## config.mk

```make
export PLATFORM = sky130hd
export DESIGN_NAME = noc_vc_fifo
export DESIGN_NICKNAME = d
export VERILOG_FILES = /design/src/rtl/noc_vc_fifo_pkg.sv /design/src/rtl/noc_vc_fifo_ctrl.sv /design/src/rtl/noc_vc_fifo.sv
export SDC_FILE = /design/constraint.sdc
export NUM_CORES = 1
export LEC_CHECK = 0
export ABC_AREA = 1
export BUFFER_PORTS_ARGS = -buffer_cell sky130_fd_sc_hd__buf_4
export CAP_MARGIN = 20
export CELL_PAD_IN_SITES_DETAIL_PLACEMENT = 1
export CELL_PAD_IN_SITES_GLOBAL_PLACEMENT = 2
export CORE_MARGIN = 2
export CORE_UTILIZATION = 37
export DETAILED_ROUTE_END_ITERATION = 7
export GPL_ROUTABILITY_DRIVEN = 0
export PLACE_DENSITY = 0.85
export SYNTH_ARGS = -nofsm -noshare
export SYNTH_HDL_FRONTEND = slang
export SYNTH_HIERARCHICAL = 1
export SYNTH_SLANG_ARGS = --single-unit
```

## constraint.sdc

```tcl
create_clock -name fifo_clk -period 3 [get_ports fifo_clk]
set_input_delay 0 -clock fifo_clk [delete_from_list [all_inputs] [get_ports fifo_clk]]
set_output_delay 0 -clock fifo_clk [all_outputs]
set_load 0.01 [all_outputs]
```

## src/rtl/noc_vc_fifo_pkg.sv

```systemverilog
// Shared types for the NoC virtual-channel input buffer.
// Flit width default and VC/flit typedefs used by the router port.
package noc_pkg;
    localparam int FLIT_W     = 40;
    localparam int NUM_VC_DEF = 2;

    typedef logic [$clog2(NUM_VC_DEF)-1:0] vc_id_t;
    typedef logic [FLIT_W-1:0]             flit_t;
endpackage

```

## src/rtl/noc_vc_fifo_ctrl.sv

```systemverilog
// Per-VC pointer, occupancy and flag control for noc_vc_fifo.
// Flags and count are registered from next-state pointers.
module noc_vc_fifo_ctrl
    import noc_pkg::*;
#(
    parameter  int DEPTH = 8,
    localparam int PTR_W = $clog2(DEPTH)
) (
    input  logic             fifo_clk,
    input  logic             rst_n,
    input  logic             wr_req,
    input  logic             rd_req,
    output logic             wr_ok,
    output logic             rd_ok,
    output logic [PTR_W-1:0] waddr,
    output logic [PTR_W-1:0] raddr,
    output logic [PTR_W:0]   count,
    output logic             full,
    output logic             empty_n
);
    localparam logic [PTR_W:0] FULL_CNT = (PTR_W+1)'(DEPTH);

    logic [PTR_W:0] w_ptr;
    logic [PTR_W:0] r_ptr;
    logic [PTR_W:0] w_nxt;
    logic [PTR_W:0] r_nxt;
    logic [PTR_W:0] cnt_nxt;

    assign wr_ok = wr_req && !full;
    assign rd_ok = rd_req && empty_n;
    assign waddr = w_ptr[PTR_W-1:0];
    assign raddr = r_ptr[PTR_W-1:0];

    always_comb begin
        w_nxt   = w_ptr + {{PTR_W{1'b0}}, wr_ok};
        r_nxt   = r_ptr + {{PTR_W{1'b0}}, rd_ok};
        cnt_nxt = w_nxt - r_nxt;
    end

    always_ff @(posedge fifo_clk or negedge rst_n) begin
        if (!rst_n) begin
            w_ptr   <= '0;
            r_ptr   <= '0;
            count   <= '0;
            full    <= 1'b0;
            empty_n <= 1'b0;
        end else begin
            w_ptr   <= w_nxt;
            r_ptr   <= r_nxt;
            count   <= cnt_nxt;
            full    <= (cnt_nxt == FULL_CNT);
            empty_n <= (cnt_nxt != '0);
        end
    end
endmodule

```

## src/rtl/noc_vc_fifo.sv

```systemverilog
// Multi-VC input buffer: shared storage, per-VC control, registered read.
// NOC_FIFO_CREDIT_EN adds a per-VC credit pulse aligned with rvalid.
module noc_vc_fifo
    import noc_pkg::*;
#(
    parameter  int DATASIZE = FLIT_W,
    parameter  int DEPTH    = 8,
    parameter  int NUM_VC   = 2,
    localparam int PTR_W    = $clog2(DEPTH),
    localparam int VC_W     = $clog2(NUM_VC)
) (
    input  logic                          fifo_clk,
    input  logic                          rst_n,
    input  logic                          wr_en,
    input  logic [VC_W-1:0]               wr_vc,
    input  logic [DATASIZE-1:0]           wdata,
    input  logic                          rd_en,
    input  logic [VC_W-1:0]               rd_vc,
    output logic [DATASIZE-1:0]           rdata,
    output logic                          rvalid,
    output logic [NUM_VC-1:0]             full,
    output logic [NUM_VC-1:0]             empty_n,
    output logic [NUM_VC*(PTR_W+1)-1:0]   count
`ifdef NOC_FIFO_CREDIT_EN
    ,
    output logic [NUM_VC-1:0]             credit
`endif
);
    logic [NUM_VC-1:0] wr_ok;
    logic [NUM_VC-1:0] rd_ok;
    logic [PTR_W-1:0]  waddr [NUM_VC];
    logic [PTR_W-1:0]  raddr [NUM_VC];
    logic [DATASIZE-1:0] mem [NUM_VC*DEPTH];
    logic wr_hit;
    logic rd_hit;

    for (genvar v = 0; v < NUM_VC; v++) begin : g_vc
        noc_vc_fifo_ctrl #(
            .DEPTH(DEPTH)
        ) u_ctrl (
            .fifo_clk(fifo_clk),
            .rst_n   (rst_n),
            .wr_req  (wr_en && (wr_vc == VC_W'(v))),
            .rd_req  (rd_en && (rd_vc == VC_W'(v))),
            .wr_ok   (wr_ok[v]),
            .rd_ok   (rd_ok[v]),
            .waddr   (waddr[v]),
            .raddr   (raddr[v]),
            .count   (count[v*(PTR_W+1) +: PTR_W+1]),
            .full    (full[v]),
            .empty_n (empty_n[v])
        );
    end

    assign wr_hit = |wr_ok;
    assign rd_hit = |rd_ok;

    // Storage is not reset; only written entries are ever read.
    always_ff @(posedge fifo_clk) begin
        if (wr_hit)
            mem[{wr_vc, waddr[wr_vc]}] <= wdata;
    end

    always_ff @(posedge fifo_clk or negedge rst_n) begin
        if (!rst_n) begin
            rdata  <= '0;
            rvalid <= 1'b0;
        end else begin
            rvalid <= rd_hit;
            if (rd_hit)
                rdata <= mem[{rd_vc, raddr[rd_vc]}];
        end
    end

`ifdef NOC_FIFO_CREDIT_EN
    always_ff @(posedge fifo_clk or negedge rst_n) begin
        if (!rst_n)
            credit <= '0;
        else
            credit <= rd_hit ? (NUM_VC'(1) << rd_vc) : '0;
    end
`endif
endmodule

```

# ---- After elaboration in Yosys (flattened, before gate mapping)
# Memory sizes are Yosys's and may differ from the RTL's. A register that Yosys moved wholly into a read port is not among the register bits.
# Cells that the tools add are included.
dict set report op_classes {
  add_sub_neg 6
  n_bitwise 4
  reduce_logical 15
  mux 8
  n_lt_le_gt_ge 2
  n_eq_ne 2
}
# op count
set op_table {}
lappend op_table {{$mux W3} 6}
lappend op_table {{$add A4 B1 Y4} 4}
lappend op_table {{$eq A4 B4 Y1 const B} 2}
lappend op_table {{$logic_and A1 B1 Y1} 8}
lappend op_table {{$reduce_bool A4 Y1} 2}
lappend op_table {{$sub A4 B4 Y4} 2}
lappend op_table {{$ge A2 B2 Y1 const B} 2}
lappend op_table {{$not A1 Y2} 2}
lappend op_table {{$reduce_or A2 Y1} 2}
lappend op_table {{$logic_not A1 Y1} 3}
lappend op_table {{$mux W1} 2}
lappend op_table {{$not A1 Y1} 2}
dict set report totals {
  memories 1
  out_inout_bits 53
  ff_bits 29
  mem_bits_rw 640
}
# name depth word_bits read_ports rd_ports_with_merged_regs wr line_no
set mem_list {}
lappend mem_list {mem 16 40 1 1 1 noc_vc_fifo.sv:33} ;# logic [DATASIZE-1:0] mem [NUM_VC*DEPTH];

# ---- Longest topological paths before layout
dict set report logic_depth {
  word_depth 6
  depth_mapped 16
  ltp_nobuf 14
}

# ---- Cells and area by module
# Netlist, hierarchy kept.
# mod seq_area_each_um2 n_inst cells_each area_per_inst_um2
set by_module_without_submodules {}
lappend by_module_without_submodules {noc_vc_fifo 20244.4 1 2828 29676.0}
lappend by_module_without_submodules {{noc_vc_fifo_ctrl at g_vc[0].u_ctrl} 350.3 1 73 749.5}
lappend by_module_without_submodules {{noc_vc_fifo_ctrl at g_vc[1].u_ctrl} 350.3 1 73 720.7}

# ---- Least setup slack after synthesis
# OpenSTA, ideal clock, no wires.
dict set report synth_timing {
  kind {register -> register}
  start {reg g_vc[1].u_ctrl.w_ptr[1]}
  end {mem mem[0][0] in the netlist's numbering, enable pin}
  t_arrival_ns 2.769
  slack_ns -0.206
  stages_incl_launch_ff 6
  synth_period_minus_slack_ns 3.206
  n_path_buf 1
  cell_sequence {dfrtp_1 buf_4 or2_2 o21ai_0 nand2_1 nor2_1}
}
dict set report synth_via {
  elab_chain_len 3
}
# item line_no
set synth_lines {}
lappend synth_lines {{start, declared} noc_vc_fifo_ctrl.sv:23} ;# logic [PTR_W:0] w_ptr;
lappend synth_lines {{start signal, assigned} noc_vc_fifo_ctrl.sv:48} ;# w_ptr <= w_nxt;
lappend synth_lines {{$mux W3 (not written as such) (3 in a row)} noc_vc_fifo.sv:61} ;# mem[{wr_vc, waddr[wr_vc]}] <= wdata;
lappend synth_lines {{end, declared} noc_vc_fifo.sv:33}
# Every way passes these cells. The select of a mux whose other input is x is not followed.

# ---- Worst setup path in the final report
dict set report layout_timing {
  start {in wr_vc}
  end {reg g_vc[1].u_ctrl.count[3]}
}
dict set report layout_via {
  elab_chain_len 4
}
# item line_no
set layout_lines {}
lappend layout_lines {{start, declared} noc_vc_fifo.sv:15} ;# input logic [VC_W-1:0] wr_vc,
lappend layout_lines {{$logic_and A1 B1 Y1} noc_vc_fifo.sv:43} ;# .wr_req (wr_en && (wr_vc == VC_W'(v))),
lappend layout_lines {{$logic_and A1 B1 Y1} noc_vc_fifo_ctrl.sv:29} ;# assign wr_ok = wr_req && !full;
lappend layout_lines {{net wr_ok[1]} noc_vc_fifo.sv:29} ;# logic [NUM_VC-1:0] wr_ok;
lappend layout_lines {{$add A4 B1 Y4} noc_vc_fifo_ctrl.sv:35} ;# w_nxt = w_ptr + {{PTR_W{1'b0}}, wr_ok};
lappend layout_lines {{net g_vc[1].u_ctrl.w_nxt[2]} noc_vc_fifo_ctrl.sv:25} ;# logic [PTR_W:0] w_nxt;
lappend layout_lines {{$sub A4 B4 Y4} noc_vc_fifo_ctrl.sv:37} ;# cnt_nxt = w_nxt - r_nxt;
lappend layout_lines {{net g_vc[1].u_ctrl.cnt_nxt[3]} noc_vc_fifo_ctrl.sv:27} ;# logic [PTR_W:0] cnt_nxt;
lappend layout_lines {{end signal, assigned} noc_vc_fifo_ctrl.sv:50} ;# count <= cnt_nxt;
lappend layout_lines {{end, declared} noc_vc_fifo_ctrl.sv:17} ;# output logic [PTR_W:0] count,
# The timed path passes the listed nets, and every way through them passes these cells.

==> impl_metrics.json <==
{
  "run_status": "finished, final reports clean",
  "dpl.hpwl_um": 48900,
  "htree_levels": 3,
  "dp_slack_ps": 637.9,
  "antenna_found_initial": 2,
  "p_leak_nw": 15.52,
  "ctsLongestPathBuffers": 3,
  "core_um2": 83560,
  "drc_errors": 0,
  "final_util_pct": 43.60,
  "finalCriticalPeriod_ps": 2549,
  "cp_max_fo": 6,
  "synth_top_area_cell": "edfxtp_1",
  "cts_tree": "built",
  "worst_slew_pin_slew_ps": 899.6,
  "peakVddDrop_v": 0.0005665,
  "power_density_nw_per_um2": 862.1,
  "syn_nets": 3036,
  "io_buffers": 98,
  "numCtsBuffers": 78,
  "die_h_um": 294.1,
  "postSynthCellCount": 2974,
  "syn_to_final_growth_pct": 16.96,
  "rsz0062_at_grt": "false",
  "cp-start-kind": "input pin",
  "die_w_um": 294.1,
  "grt_pass1_wl_um": 139000,
  "ys_ff_latch": 709,
  "drv_slew": 0,
  "synth_compound_area_share_pct": 0.2129,
  "drtPass1Iterations": 7,
  "yosysSeqAreaShare_pct": 67.25,
  "yosysWarnings": 6,
  "clockRootBuffer": "clkbuf_16",
  "synth_adder_area_share_pct": 0.6910,
  "drtIter0Drc": 1521,
  "synth_top_area_share_pct": 61.70,
  "post_cts_buffers": 0,
  "end_kind": "flip-flop",
  "synth-simple-area-share_pct": 21.90,
  "fin_ws_ps": 451.5,
  "grt_max_degree": 137,
  "cp.required_ps": 3510,
  "synth.avg_cell_area_um2": 10.47,
  "synth.mux.area_fraction_pct": 0,
  "syn-cell-area_um2": 31150,
  "drive_gt1_share_pct": 10.25,
  "fin_hold_ws_ps": 238.0,
  "first_global_vias": 22682,
  "top_level_ports": 99,
  "clkSlewWorstSetupHoldPaths_ps": 60,
  "via_count": 21774,
  "routed_wl_um": 90890,
  "initial_core_util_pct": 37.28,
  "fin_nets": 3149,
  "worst_skew_pair.late_latency_ps": 620,
  "critPathArrivalTime_ps": 3060,
  "seqCellArea_um2": 20950,
  "yosysUniqueCellTypes": 26,
  "instances_no_fill": 4233,
  "rows": 106,
  "placed_cells": 4039,
  "synth_xor_area_share_pct": 0.1687,
  "overflow": 0,
  "finalHoldViolations": 0,
  "antenna_left": 0,
  "synth_top_family_by_area": "simple AND/OR/NAND/NOR gates",
  "ctsResizeCount": 0,
  "critPathKind": "in2reg",
  "fmax_ghz": 0.3924,
  "die_area_um2": 86520,
  "clock_skew_ps": 16.59,
  "fill_cells": 9128,
  "track_usage_pct": 21.20,
  "hold_path.class": "in2reg",
  "multiInputGateArea_um2": 7351,
  "maxCapViolations": 0,
  "viasPerCell": 5.144,
  "maxSlewHeadroom_pct": 39.80,
  "wl_per_cell_um": 21.47,
  "clock_sinks": 709,
  "min_period_over_period_pct": 84.95,
  "synth.top_cells.by_area": "edfxtp_1, nand3_1, inv_1",
  "setup-violations-final": 0
}
[path summary, 6_finish.rpt]
kind	start	to	slack, ps	depth (start not counted)
max reg2reg	g_vc[0].u_ctrl/r_ptr[1]	rdata[32]	670	9
max in group asynchronous	rst_n	g_vc[0].u_ctrl/w_ptr[2]	2210	4
min	wdata[18]	mem[3][18]	240	2
max	wr_vc	g_vc[1].u_ctrl/count[3]	450	16
min reg2reg	rdata[17]	rdata[17]	480	2
min in group asynchronous	rst_n	rdata[11]	470	4
[per-stage QoR]
stage	power (mW)	setup TNS, ps	area [µm²]
detailed placement	22.46	0	33510
floorplan	18.60	-65030	31160
global placement	22.26	0	33510
finish	31.40	0	36430
CTS	31.74	0	36430
global route	33.18	0	36430
[repair_timing]
item                                    CTS  global route
hold buffers                             48             0
endpoints found under the setup margin    0             0
hold endpoints to repair                719             0
[area by class of cell]
| cell class | instances | share of cell area [%] |
|---|---|---|
| antenna | 1 | 0.006869 |
| clock buffer | 112 | 6.045 |
| clock inverter | 33 | 0.5839 |
| inverter | 599 | 6.176 |
| multi-input combinational | 1489 | 20.18 |
| sequential | 709 | 57.50 |
| tap | 1080 | 3.709 |
| timing repair buffer | 210 | 5.805 |
[sequential cells by signal, indices dropped and copies added, names as in the netlist]
register             cells
g_vc.u_ctrl/full         2
g_vc.u_ctrl/r_ptr        8
g_vc.u_ctrl/count        8
rdata                   40
g_vc.u_ctrl/empty_n      2
rvalid                   1
g_vc.u_ctrl/w_ptr        8
mem                    640
[per-layer routing]
layer	GRT usage (%)	vias to the layer above	share of wire, %
met1	27.07	11083	43
met4	7.193	4	3.0
met3	2.938	155	4.6
met5	0	-	0.029
li1	-	10020	-
met2	36.92	512	50
[cells in the mapped netlist]
library cell	n
xor2_1	4
xnor2_1	2
buf_4	12
fa_1	2
a21oi_2	1
ha_1	14
nand2_2	12
edfxtp_1	640
inv_2	2
o21ai_0	2
nand4_1	8
nand3b_1	83
a21oi_1	1
buf_1	29
o21ai_2	3
clkbuf_1	66
nand3_1	766
nand3_2	2
o21ai_4	1
dfrtp_1	69
buf_2	70
or2_2	3
nor2_2	2
nand2_1	557
inv_1	597
nor2_1	26
[cells in the final DEF, fill, tap and decap left out, types with 9 or more instances in the layout]
cell,instances
clkbuf_1,24
dfrtp_1,69
nor2_4,18
clkbuf_16,80
inv_1,596
ha_1,14
buf_12,32
clkinv_2,16
edfxtp_1,640
nand3b_1,83
buf_4,130
nor2_1,9
clkinv_1,9
dlygate4sd3_1,47
nand2_1,553
nand2_2,12
nand3_1,766
[where the power goes]
| group | switching (mW) | internal (mW) | leakage [nW] |
|---|---|---|---|
| logic | 6.76 | 3.23 | 7.72 |
| clock network | 3.97 | 5.21 | 1.18 |
| registers | 0.456 | 11.8 | 6.61 |
[critical path: stages]
cell and delay [ps]:
dlygate4sd3_1 540, buf_4 150, nand2_1 50, dlygate4sd3_1 550
inv_1 60, inv_1 30, nor2_1 150, ha_1 250
ha_1 190, xor2_1 220, ha_1 300, a21oi_1 190
o21ai_2 70, nand3b_1 170, nand2_2 100, inv_1 50
[cell families after synthesis]
kind of cell,Yosys count
buf+inv,776
flops,709
fa+ha+maj,16
xor+xnor,6
simple gates,1459
compound gates,8
Note: power is estimated with default switching activity, not from simulation.
